==> src/rtl/mux_rr_reg_if.sv <==
// Handshake bundle for mux_rr_reg: N input channels, one registered output.
// master drives the channels and out_ready; slave is the mux itself.
interface mux_rr_reg_if #(
  parameter int WIDTH = 32,
  parameter int N     = 4,
  parameter int SEL_W = 2
);

  logic                 mode;
  logic [SEL_W-1:0]     sel;
  logic [N-1:0]         in_valid;
  logic [N*WIDTH-1:0]   in_data;
  logic [N-1:0]         in_ready;
  logic                 out_valid;
  logic [WIDTH-1:0]     out_data;
  logic [SEL_W-1:0]     out_sel;
  logic                 out_ready;

  modport master (
    output mode,
    output sel,
    output in_valid,
    output in_data,
    output out_ready,
    input  in_ready,
    input  out_valid,
    input  out_data,
    input  out_sel
  );

  modport slave (
    input  mode,
    input  sel,
    input  in_valid,
    input  in_data,
    input  out_ready,
    output in_ready,
    output out_valid,
    output out_data,
    output out_sel
  );

endinterface

==> src/rtl/mux_rr_reg.sv <==
// N-channel registered mux, external select or round-robin arbitration.
// One output register: one-cycle latency, full throughput.
module mux_rr_reg #(
  parameter int WIDTH = 32,
  parameter int N     = 4,
  parameter int SEL_W = 2
) (
  input  logic        clk,
  input  logic        rst,
  mux_rr_reg_if.slave bus
);

  localparam logic [SEL_W:0]   N_W  = (SEL_W+1)'(N);
  localparam logic [SEL_W-1:0] LAST = SEL_W'(N-1);

  logic                 load;
  logic                 grant;
  logic [SEL_W-1:0]     chan;
  logic                 sel_grant;
  logic                 rr_grant;
  logic [SEL_W-1:0]     rr_chan;
  logic [SEL_W-1:0]     ptr;
  logic [SEL_W-1:0]     ptr_nxt;
  logic [2*N-1:0]       dbl;
  logic [2*N-1:0]       rot;
  logic [SEL_W:0]       off;
  logic [SEL_W:0]       sum;
  logic [WIDTH-1:0]     data_arr [N];
  logic [WIDTH-1:0]     data_mux;
  logic                 out_valid_q;
  logic [WIDTH-1:0]     out_data_q;
  logic [SEL_W-1:0]     out_sel_q;

  for (genvar i = 0; i < N; i++) begin : g_unpack
    assign data_arr[i] = bus.in_data[i*WIDTH +: WIDTH];
  end

  assign load = ~out_valid_q | bus.out_ready;

  // sel values with no matching channel simply never grant
  always_comb begin
    sel_grant = 1'b0;
    for (int i = 0; i < N; i++) begin
      if (bus.sel == SEL_W'(i)) begin
        sel_grant = bus.in_valid[i];
      end
    end
  end

  // rotate valids so ptr lands on bit 0, then take the lowest set bit
  assign dbl = {bus.in_valid, bus.in_valid};
  assign rot = dbl >> ptr;

  always_comb begin
    off = '0;
    for (int j = N - 1; j >= 0; j--) begin
      if (rot[j]) begin
        off = (SEL_W+1)'(j);
      end
    end
  end

  assign rr_grant = |bus.in_valid;
  assign sum      = {1'b0, ptr} + off;

  always_comb begin
    rr_chan = sum[SEL_W-1:0];
    if (sum >= N_W) begin
      rr_chan = SEL_W'(sum - N_W);
    end
  end

  assign grant = bus.mode ? rr_grant : sel_grant;
  assign chan  = bus.mode ? rr_chan  : bus.sel;

  always_comb begin
    bus.in_ready = '0;
    data_mux     = '0;
    for (int i = 0; i < N; i++) begin
      if (chan == SEL_W'(i)) begin
        bus.in_ready[i] = load & grant;
        data_mux        = data_arr[i];
      end
    end
  end

  assign ptr_nxt = (chan == LAST) ? '0 : chan + SEL_W'(1);

  always_ff @(posedge clk) begin
    if (rst) begin
      out_valid_q <= 1'b0;
      out_data_q  <= '0;
      out_sel_q   <= '0;
    end else if (load) begin
      if (grant) begin
        out_valid_q <= 1'b1;
        out_data_q  <= data_mux;
        out_sel_q   <= chan;
      end else begin
        out_valid_q <= 1'b0;
      end
    end
  end

  always_ff @(posedge clk) begin
    if (rst) begin
      ptr <= '0;
    end else if (bus.mode & load & grant) begin
      ptr <= ptr_nxt;
    end
  end

  assign bus.out_valid = out_valid_q;
  assign bus.out_data  = out_data_q;
  assign bus.out_sel   = out_sel_q;

  a_onehot_ready: assert property (
    @(posedge clk) disable iff (rst) $onehot0(bus.in_ready)
  );

endmodule

==> src/flat_wrapper.sv <==
// flat-port wrapper written by rule: the top's interface ports become plain ports
module mux_rr_reg_flat 
#(
  parameter int WIDTH = 32,
  parameter int N     = 4,
  parameter int SEL_W = 2
)
  (clk, rst, bus_mode, bus_sel, bus_in_valid, bus_in_data, bus_out_ready, bus_in_ready, bus_out_valid, bus_out_data, bus_out_sel);
  mux_rr_reg_if #(.WIDTH(WIDTH), .N(N), .SEL_W(SEL_W)) bus_i ();
  input  logic clk;
  input  logic rst;
  input wire logic [$bits(bus_i.mode)-1:0] bus_mode;
  input wire logic [$bits(bus_i.sel)-1:0] bus_sel;
  input wire logic [$bits(bus_i.in_valid)-1:0] bus_in_valid;
  input wire logic [$bits(bus_i.in_data)-1:0] bus_in_data;
  input wire logic [$bits(bus_i.out_ready)-1:0] bus_out_ready;
  output wire logic [$bits(bus_i.in_ready)-1:0] bus_in_ready;
  output wire logic [$bits(bus_i.out_valid)-1:0] bus_out_valid;
  output wire logic [$bits(bus_i.out_data)-1:0] bus_out_data;
  output wire logic [$bits(bus_i.out_sel)-1:0] bus_out_sel;
  assign bus_i.mode = bus_mode;
  assign bus_i.sel = bus_sel;
  assign bus_i.in_valid = bus_in_valid;
  assign bus_i.in_data = bus_in_data;
  assign bus_i.out_ready = bus_out_ready;
  assign bus_in_ready = bus_i.in_ready;
  assign bus_out_valid = bus_i.out_valid;
  assign bus_out_data = bus_i.out_data;
  assign bus_out_sel = bus_i.out_sel;
  mux_rr_reg #(.WIDTH(WIDTH), .N(N), .SEL_W(SEL_W)) u_core (.clk(clk), .rst(rst), .bus(bus_i));
endmodule
==> config.mk <==
export PLATFORM = sky130hd
export DESIGN_NAME = mux_rr_reg_flat
export DESIGN_NICKNAME = d
export VERILOG_FILES = /design/src/rtl/mux_rr_reg_if.sv /design/src/rtl/mux_rr_reg.sv /design/src/flat_wrapper.sv
export SDC_FILE = /design/constraint.sdc
export NUM_CORES = 1
export LEC_CHECK = 0
export ABC_AREA = 1
export CAP_MARGIN = 20
export CORE_MARGIN = 2
export CORE_UTILIZATION = 29
export CTS_BUF_LIST = sky130_fd_sc_hd__clkbuf_2
export DETAILED_ROUTE_END_ITERATION = 10
export GPL_ROUTABILITY_DRIVEN = 0
export HOLD_SLACK_MARGIN = 0.08
export PLACE_DENSITY = 0.68
export SLEW_MARGIN = 5
export SYNTH_ARGS = -nofsm -noshare
export SYNTH_HDL_FRONTEND = slang
export SYNTH_SLANG_ARGS = --single-unit
==> constraint.sdc <==
create_clock -name clk -period 5.8 [get_ports clk]
set_clock_uncertainty 0.15 [all_clocks]
set_input_delay 1.16 -clock clk [delete_from_list [all_inputs] [get_ports clk]]
set_output_delay 1.16 -clock clk [all_outputs]
set_load 0.01 [all_outputs]
==> results of run 1 <==
==> cells by family (layout without fill, tap and decap cells) <==
kind of cell / count (synthesis) / in the layout / share of synthesized area [%]
AOI/OAI and AO/OA: 138 / 138 / 26.5
DFF: 37 / 37 / 28.1
buffers and inverters: 49 / 206 / 9.25
xor gates and xnor gates: 1 / 1 / 0.332
and+or+nand+nor: 213 / 213 / 33.4
adders and majority gates: 5 / 5 / 2.37
==> cell type report <==
type | count | area, um^2 | share of cell area [%]
tap | 108 | 135 | 3.05
clock inverter | 2 | 11.3 | 0.254
clock buffer | 5 | 25.0 | 0.564
inverter | 18 | 67.6 | 1.52
multi-input combinational | 357 | 1650 | 37.3
timing repair buffer | 181 | 1800 | 40.6
sequential | 37 | 741 | 16.7
==> power groups by stage <==
stage          clock network (W)  registers [W]  logic [W]
2_1_floorplan                  0       0.000335   0.000318
3_3_place_gp                   0       0.000317   0.000569
3_5_place_dp                   0       0.000319   0.000575
4_1_cts                 0.000117       0.000314   0.000578
5_1_grt                 0.000129       0.000319   0.000645
6_report                0.000108       0.000314   0.000572
==> worst min-delay path by stage <==
stage | startpoint | endpoint | slack (ns) | cells past startpoint
2_1_floorplan | u_core.bus.out_data[21]$_SDFFE_PP0P_ | u_core.bus.out_data[21]$_SDFFE_PP0P_ | 0.39 | 2
5_1_grt | u_core.bus.out_data[23]$_SDFFE_PP0P_ | u_core.bus.out_data[23]$_SDFFE_PP0P_ | 0.42 | 2
6_report | u_core.bus.out_data[22]$_SDFFE_PP0P_ | u_core.bus.out_data[22]$_SDFFE_PP0P_ | 0.39 | 2
3_3_place_gp | u_core.bus.out_data[19]$_SDFFE_PP0P_ | u_core.bus.out_data[19]$_SDFFE_PP0P_ | 0.34 | 2
3_5_place_dp | u_core.bus.out_data[23]$_SDFFE_PP0P_ | u_core.bus.out_data[23]$_SDFFE_PP0P_ | 0.35 | 2
4_1_cts | u_core.bus.out_data[25]$_SDFFE_PP0P_ | u_core.bus.out_data[25]$_SDFFE_PP0P_ | 0.39 | 2
==> state kept, by name, summed over array words and instances (netlist names) <==
| name | count |
|---|---|
| u_core.ptr | 2 |
| u_core.bus.out_sel | 2 |
| u_core.bus.out_valid | 1 |
| u_core.bus.out_data | 32 |
==> tightest hold or removal path, delay by kind of cell (launching register included) <==
kind               cells  cell delay (ns)
and+or+nand+nor        1             0.08
DFF                    1             0.35
AOI/OAI and AO/OA      1             0.08
==> per-layer routing <==
metal | vias up | global-route usage [%]
li1 | 1755 | -
met5 | - | 0
met3 | 10 | 5.20
met2 | 151 | 34.1
met4 | 0 | 3.06
met1 | 1515 | 22.2
==> per-stage QoR <==
| step | hold WS (ns) | total power, W | setup slack [ns] | area (um^2) | cells |
|---|---|---|---|---|---|
| after global routing | 0.421 | 0.00109 | 0.432 | 4430 | 708 |
| after global placement | 0.343 | 0.000886 | 0.768 | 4400 | 701 |
| after detailed placement | 0.348 | 0.000894 | 0.699 | 4400 | 701 |
| after floorplan | 0.394 | 0.000653 | 1.60 | 2640 | 443 |
| after CTS | 0.394 | 0.00101 | 0.684 | 4430 | 708 |
| final | 0.392 | 0.000994 | 0.664 | 4430 | 708 |
==> cell usage in the layout, fill, tap and decap left out <==
cell	n
a211oi_1	1
a21boi_0	1
a21oi_1	34
buf_4	5
clkbuf_2	5
clkdlybuf4s50_1	176
clkinv_1	1
clkinvlp_4	1
dfxtp_1	37
ha_1	4
ha_2	1
inv_1	17
inv_2	1
nand2_1	121
nand2_4	1
nand3_1	13
nand3_2	1
nand3b_1	1
nor2_1	59
nor2_2	16
nor2_4	1
o21ai_0	80
o21ai_1	21
o21ai_2	1
xnor2_1	1
==> flow_metrics.env, run 1 <==
export IMPL_outcome="finished, final reports clean"
export IMPL_combPwrFrac_pct=57.6
export IMPL_start_kind="input port"
export IMPL_synth_largest_area_cell="dfxtp_1"
export IMPL_ant_nets=0
export IMPL_cp_max_fo=4
export IMPL_pwr_share_clk_pct=10.8
export IMPL_grt_pass1_wl_um=15200
export IMPL_finalSetupTns_ns=0
export IMPL_crit_buf_inv=5
export IMPL_fin_nets=743
export IMPL_io_buffers=176
export IMPL_hold_viol=0
export IMPL_synth_flop_cell="dfxtp_1"
export IMPL_fmax_ghz=0.195
export IMPL_worstPathCellList="clkdlybuf4s50_1, nand2_1, nand3_1, nand2_1, nand3_1, a21boi_0, ha_1, xnor2_1, inv_1, nand3_1, nand3_1, nand2_1, inv_1, ha_1, inv_1, nor2_1, clkdlybuf4s50_1"
export IMPL_met1_length_um=4060
export IMPL_rr_startpoint="u_core.ptr[0]$_SDFFE_PP0P_"
export IMPL_drc=0
export IMPL_crit_start="bus_in_valid[3]"
export IMPL_dpl_hpwl_um=7030
export IMPL_cp_data_required_time_ns=4.49
export IMPL_yosys_top_cells_area="dfxtp_1 28%, nand2_1 17%, o21ai_0 15%"
export IMPL_setup_viol=0
export IMPL_cpPeakStageDelay_ns=0.58
export IMPL_grt_usage_pct=18.7
export IMPL_antenna_found_initial=0
export IMPL_finalCriticalPeriod_ns=5.14
export IMPL_regToRegSetupSlack_ns=1.92
export IMPL_cp_arrival_ns=3.83
export IMPL_r2r_cells=22
export IMPL_rsz0062_at_grt="no"
export IMPL_slowest_stage="clkdlybuf4s50_1"
export IMPL_critical_path_top_delay_family="buffers and inverters"
export IMPL_switchingPower_w=0.000401
export IMPL_met3_wirelength_um=829
export IMPL_htreeDepth=2
export IMPL_slew_headroom_pct=39.1
export IMPL_drive_above_1_share_pct=5.50
export IMPL_drt_iter0_drc=103
export IMPL_cpMostUsedCell="nand3_1"
export IMPL_layout_worst_path_cycle_share_pct=88.5
export IMPL_yosysTopAreaCellShare_pct=28.1
export IMPL_grt_max_degree=65
export IMPL_routedWlPerCell_um=13.5
export IMPL_grt_pass1_vias=3264
export IMPL_fp_row_count=34
export IMPL_root_buffer="clkbuf_2"
export IMPL_syn_inst=443
export IMPL_finalWirelength_um=9540
export IMPL_fin_util_pct=50.6
export IMPL_postCtsSetupBuffers=0
export IMPL_drv_cap=0
export IMPL_area_delta_synth_final_pct=68.2
export IMPL_cp_depth=17
export IMPL_netlist_area_um2=2640
export IMPL_power_density_nw_per_um2=224
export IMPL_tightest_slew_ns=0.913
export IMPL_core_um2=8760
export IMPL_top_layer="met4"
export IMPL_synth_seq_area_share_pct=28.1
export IMPL_drv_slew=0
export IMPL_met2_length_um=4580
export IMPL_start_util_pct=30.1
export IMPL_p_seq_share_pct=31.6
export IMPL_path_clk_slew_ns=0.17
export IMPL_diodes=0
export IMPL_peakVddDrop_v=0.0000754
export IMPL_crit_path_end_kind="primary output"
export IMPL_viasPerCell=4.85
export IMPL_syn_nets=586
export IMPL_ys_seq_elements=37
export IMPL_vias=3431
export IMPL_worstHoldPathType="flip-flop to flip-flop"
export IMPL_die_y_um=99.3
export IMPL_netSwitchingFraction_pct=40.3
export IMPL_yosysWarnings=0
export IMPL_cts_repair_resized=0
export IMPL_die_width_um=99.3
export IMPL_endpoint="bus_in_ready[1]"
export IMPL_yosysUniqueCellTypes=27
export IMPL_synth_common_cells="121 x nand2_1, 80 x o21ai_0, 59 x nor2_1"
export IMPL_top_level_ports=177
export IMPL_fillerInstances=911
export IMPL_cts_tree="built"
export IMPL_synth_avg_cell_area_um2=5.95
export IMPL_ys_async_sr_fraction_pct=0
export IMPL_dieArea_um2=9870
export IMPL_clk_path_buf_depth=2
export IMPL_clk_latency_ns=0.34
export IMPL_cts_sinks=37
export IMPL_dr_pass1_iters=4
export IMPL_yosysMostFrequentCell="nand2_1"
export IMPL_ctsHoldBuffers=0
export IMPL_synth_edf_count=0
export IMPL_grt_overflow_total=0
export IMPL_timing_rr_end="u_core.bus.out_data[17]$_SDFFE_PP0P_"
export IMPL_numCtsBuffers=5
export IMPL_cellLeakagePower_nw=1.82
export IMPL_critical_path_class="input port to primary output"
export IMPL_p_int_w=0.000593
No activity file was read; power rests on OpenSTA's default activity.
==> run 2, diff against run 1 <==
- CORE_MARGIN: 2 -> 3
- TNS_END_PERCENT: unset -> 10
==> run 2 against run 1 <==
Net effect: total power rose by 0.34%; die area rose by 4.1%; design area barely moved; global-route usage fell by 0.31 points; critical path type unchanged; critical endpoint unchanged.
==> flow_metrics.env, run 2 (synthesized netlist as in run 1, its figures left out) <==
export IMPL_start_util_pct=30.1
export IMPL_cts_tree="built"
export IMPL_cp_data_required_time_ns=4.49
export IMPL_stdcell_count=708
export IMPL_die_y_um=101
export IMPL_dieArea_um2=10300
export IMPL_top_level_ports=177
export IMPL_core_um2=8760
export IMPL_grt_pass1_vias=3174
export IMPL_fin_nets=743
export IMPL_drive_above_1_share_pct=5.50
export IMPL_numCtsBuffers=5
export IMPL_drv_slew=0
export IMPL_antenna_found_initial=0
export IMPL_drc=0
export IMPL_dp_cells=701
export IMPL_drt_iter0_drc=112
export IMPL_viasPerCell=4.80
export IMPL_clk_path_buf_depth=2
export IMPL_grt_overflow_total=0
export IMPL_cts_repair_resized=0
export IMPL_die_width_um=101
export IMPL_diodes=0
export IMPL_routedWlPerCell_um=13.9
export IMPL_area_delta_synth_final_pct=68.1
export IMPL_postCtsSetupBuffers=0
export IMPL_io_buffers=176
export IMPL_worstHoldPathType="flip-flop to flip-flop"
export IMPL_setup_viol=0
export IMPL_cp_arrival_ns=3.79
export IMPL_clk_latency_ns=0.36
export IMPL_start_kind="input port"
export IMPL_finalSetupTns_ns=0
export IMPL_ctsHoldBuffers=0
export IMPL_finalWirelength_um=9850
export IMPL_drv_cap=0
export IMPL_htreeDepth=2
export IMPL_cellLeakagePower_nw=1.82
export IMPL_peakVddDrop_v=0.0000783
export IMPL_ant_nets=0
export IMPL_dr_pass1_iters=4
export IMPL_grt_max_degree=65
export IMPL_final_common_cell="clkdlybuf4s50_1"
export IMPL_power_density_nw_per_um2=225
export IMPL_cts_sinks=37
export IMPL_vias=3401
export IMPL_critical_path_class="input port to primary output"
export IMPL_largest_reg_flops=32
export IMPL_dpl_hpwl_um=7280
export IMPL_outcome="finished, final reports clean"
export IMPL_finalCriticalPeriod_ns=5.10
export IMPL_crit_path_end_kind="primary output"
export IMPL_layout_common_cells="176 x clkdlybuf4s50_1, 121 x nand2_1, 80 x o21ai_0"
export IMPL_fmax_ghz=0.196
export IMPL_cp_max_fo=4
export IMPL_tightest_slew_ns=0.918
export IMPL_rsz0062_at_grt="no"
export IMPL_grt_pass1_wl_um=15200
export IMPL_root_buffer="clkbuf_2"
export IMPL_slew_headroom_pct=38.7
export IMPL_grt_usage_pct=18.4
export IMPL_layout_worst_path_cycle_share_pct=87.9
export IMPL_path_clk_slew_ns=0.16
export IMPL_hold_viol=0
export IMPL_fp_row_count=34
## run 2: changes by cell type in the layout (fill, tap and decap cells not counted)
cell / delta
clkbuf_2: +1
clkinvlp_4: -1
## run 2: worst max-delay path, stage by stage
cell and delay, ns:
clkdlybuf4s50_1 0.54, nand2_1 0.10, nand3_1 0.09, nand2_1 0.07, nand3_1 0.07, a21boi_0 0.09
ha_1 0.21, xnor2_1 0.13, inv_1 0.06, nand3_1 0.07, nand3_1 0.10, nand2_1 0.10
inv_1 0.10, ha_1 0.17, inv_1 0.04, nor2_1 0.10, clkdlybuf4s50_1 0.58
## run 2: final cells by class
type	instances	area [um^2]
Clock buffer	6	30.0
Clock inverter	1	3.75
Fill cell	905	4330
Inverter	18	67.6
Multi-Input combinational cell	357	1650
Sequential cell	37	741
Tap cell	108	135
Timing Repair Buffer	181	1800
## run 2: final timing paths
path	start	slack [ns]	end	cells after the start
worst max-delay path	bus_in_valid[3]	0.70	bus_in_ready[1]	17
worst min-delay path	u_core.bus.out_data[31]$_SDFFE_PP0P_	0.39	u_core.bus.out_data[31]$_SDFFE_PP0P_	2
worst max register to register	u_core.ptr[0]$_SDFFE_PP0P_	1.94	u_core.bus.out_data[18]$_SDFFE_PP0P_	22
worst min register to register	u_core.bus.out_data[31]$_SDFFE_PP0P_	0.39	u_core.bus.out_data[31]$_SDFFE_PP0P_	2
## run 2: per-layer routing
metal	vias to the layer above	global-route usage [%]	part of all wire [%]
met4	0	3.99	0.91
met5	-	0	0
met1	1498	21.9	42
li1	1753	-	-
met2	143	32.5	48
met3	7	5.58	9.5
## run 2: report_power, final
| part | switching, W | internal, W | total, W |
|---|---|---|---|
| combinational | 0.000301 | 0.000273 | 0.000574 |
| clock | 0.0000808 | 0.0000282 | 0.000109 |
| sequential | 0.0000200 | 0.000294 | 0.000313 |
## run 2: stage by stage
step           total power, W  area (um^2)  worst slack, ns  utilization (%)  hold slack, ns
2_1_floorplan        0.000653         2640             1.60                -           0.394
3_3_place_gp         0.000892         4400            0.777             50.2           0.343
3_5_place_dp         0.000898         4400            0.746             50.2           0.351
4_1_cts               0.00101         4430            0.718             50.6           0.393
5_1_grt               0.00109         4430            0.484             50.6           0.433
6_report             0.000997         4430            0.700             50.6           0.391
==> run 3, diff against run 2 <==
- PLACE_DENSITY: 0.68 -> unset
- PLACE_DENSITY_LB_ADDON: unset -> 0.12
- REMOVE_ABC_BUFFERS: unset -> 1
==> run 3 against run 2 <==
Net effect: non-clock buffer count did not move; routed wire length barely moved; utilization rose by 0.40 points; flip-flop and latch count did not move; fmax fell by 0.42%; register-to-register slack got worse by 0.07 ns; design area rose by 0.79%; combinational power fell by 1%; first-iteration DRC count rose by 12%; clock-buffer cell count did not move; via count fell by 1.9%; largest power group unchanged.
==> flow_metrics.env, run 3 (synthesized netlist as in run 1, its figures left out) <==
export IMPL_power_w=0.00105
export IMPL_combPwrFrac_pct=54.2
export IMPL_peakVddDrop_v=0.000104
export IMPL_drv_slew=0
export IMPL_routedWlPerCell_um=13.9
export IMPL_multi_input_area_um2=1650
export IMPL_grt_pass1_wl_um=15500
export IMPL_min_delay_start="u_core.bus.out_data[15]$_SDFFE_PP0P_"
export IMPL_start_util_pct=30.1
export IMPL_rr_startpoint="u_core.ptr[0]$_SDFFE_PP0P_"
export IMPL_critical_path_class="input port to primary output"
export IMPL_netSwitchingFraction_pct=38.8
export IMPL_root_buffer="clkbuf_2"
export IMPL_dpl_hpwl_um=7230
export IMPL_pwr_share_clk_pct=15.9
export IMPL_drv_cap=0
export IMPL_tightest_slew_ns=0.959
export IMPL_io_buffers=176
export IMPL_htreeDepth=2
export IMPL_fp_row_count=34
export IMPL_fin_util_pct=51.0
export IMPL_cp_max_fo=4
export IMPL_register_area_um2=741
export IMPL_switchingPower_w=0.000407
export IMPL_cts_tree="built"
export IMPL_drive_above_1_share_pct=5.82
export IMPL_power_density_nw_per_um2=235
export IMPL_largest_reg_flops=32
export IMPL_p_int_w=0.000642
export IMPL_finalSetupTns_ns=0
export IMPL_regToRegSetupSlack_ns=1.87
export IMPL_ant_nets=0
export IMPL_finalWirelength_um=9850
export IMPL_grt_overflow_total=0
export IMPL_grt_usage_pct=18.7
export IMPL_antenna_found_initial=0
export IMPL_crit_path_end_kind="primary output"
export IMPL_layout_worst_path_cycle_share_pct=88.3
export IMPL_final_common_cell="clkdlybuf4s50_1"
export IMPL_dr_pass1_iters=4
export IMPL_viasPerCell=4.70
export IMPL_fmax_ghz=0.195
export IMPL_dp_cells=701
export IMPL_cellLeakagePower_nw=1.84
export IMPL_slew_headroom_pct=36.0
export IMPL_die_width_um=101
export IMPL_fillerInstances=916
export IMPL_hold_viol=0
export IMPL_cts_repair_resized=0
export IMPL_grt_max_degree=65
export IMPL_fin_nets=743
export IMPL_finalCriticalPeriod_ns=5.12
export IMPL_area_delta_synth_final_pct=69.4
export IMPL_top_level_ports=177
export IMPL_crit_start="bus_in_valid[1]"
export IMPL_clk_path_buf_depth=2
export IMPL_drt_iter0_drc=125
export IMPL_clk_latency_ns=0.37
export IMPL_cp_arrival_ns=3.81
export IMPL_ctsHoldBuffers=0
export IMPL_path_clk_slew_ns=0.19
export IMPL_drc=0
export IMPL_layout_common_cells="176 x clkdlybuf4s50_1, 121 x nand2_1, 80 x o21ai_0"
export IMPL_worstHoldPathType="flip-flop to flip-flop"
export IMPL_numCtsBuffers=5
export IMPL_hold_slack_ns=0.390
export IMPL_outcome="finished, final reports clean"
export IMPL_cp_data_required_time_ns=4.49
export IMPL_diodes=0
export IMPL_stdcell_count=709
export IMPL_vias=3335
export IMPL_setup_viol=0
export IMPL_grt_pass1_vias=3239
export IMPL_rsz0062_at_grt="no"
export IMPL_core_um2=8760
export IMPL_dieArea_um2=10300
export IMPL_p_seq_share_pct=29.9
export IMPL_die_y_um=101
export IMPL_cts_sinks=37
export IMPL_postCtsSetupBuffers=0
export IMPL_start_kind="input port"
## run 3: worst paths after layout
check / end / cells after the start
worst max-delay path: bus_in_ready[0] / 17
worst min-delay path: u_core.bus.out_data[15]$_SDFFE_PP0P_ / 2
worst min register to register: u_core.bus.out_data[15]$_SDFFE_PP0P_ / 2
worst max register to register: u_core.bus.out_data[13]$_SDFFE_PP0P_ / 22
## run 3: power by group through the flow
| stage | Clock (W) | Sequential (W) | Combinational (W) |
|---|---|---|---|
| finish | 0.000166 | 0.000314 | 0.000568 |
| global route | 0.000186 | 0.000320 | 0.000639 |
| CTS | 0.000175 | 0.000314 | 0.000577 |
| detailed placement | 0 | 0.000319 | 0.000574 |
| global placement | 0 | 0.000317 | 0.000569 |
| floorplan | 0 | 0.000335 | 0.000291 |
## run 3: worst max-delay path, cell delays in order
cell	delay [ns]
clkdlybuf4s50_1	0.53
nand2_1	0.11
nand3_1	0.10
nand2_1	0.07
nand3_1	0.07
a21boi_0	0.08
ha_1	0.21
xnor2_1	0.13
inv_1	0.06
nand3_1	0.07
nand3_1	0.10
nand2_1	0.11
inv_1	0.10
ha_1	0.14
inv_1	0.07
nor2_1	0.14
clkdlybuf4s50_1	0.55
## run 3: metal layers
| metal | routed length [um] | global-route usage, % | vias to the layer above |
|---|---|---|---|
| li1 | - | - | 1757 |
| met1 | 3890 | 20.1 | 1449 |
| met2 | 4940 | 34.4 | 119 |
| met3 | 882 | 7.09 | 10 |
| met4 | 132 | 4.60 | 0 |
| met5 | 0 | 0 | - |
## run 3: final cells by class
type / count / area share [%]
repair buffers: 181 / 40.3
multi-input cells: 357 / 37.0
flip-flops and latches: 37 / 16.6
well taps: 108 / 3.03
inverters: 18 / 1.51
clock inverters: 2 / 0.869
clock buffers: 6 / 0.672
## run 3: stage by stage
step           setup WS, ns  instance area [um^2]
4_1_cts               0.707                  4470
3_5_place_dp          0.721                  4400
3_3_place_gp          0.761                  4400
6_report              0.679                  4470
2_1_floorplan         0.814                  2460
5_1_grt               0.439                  4470
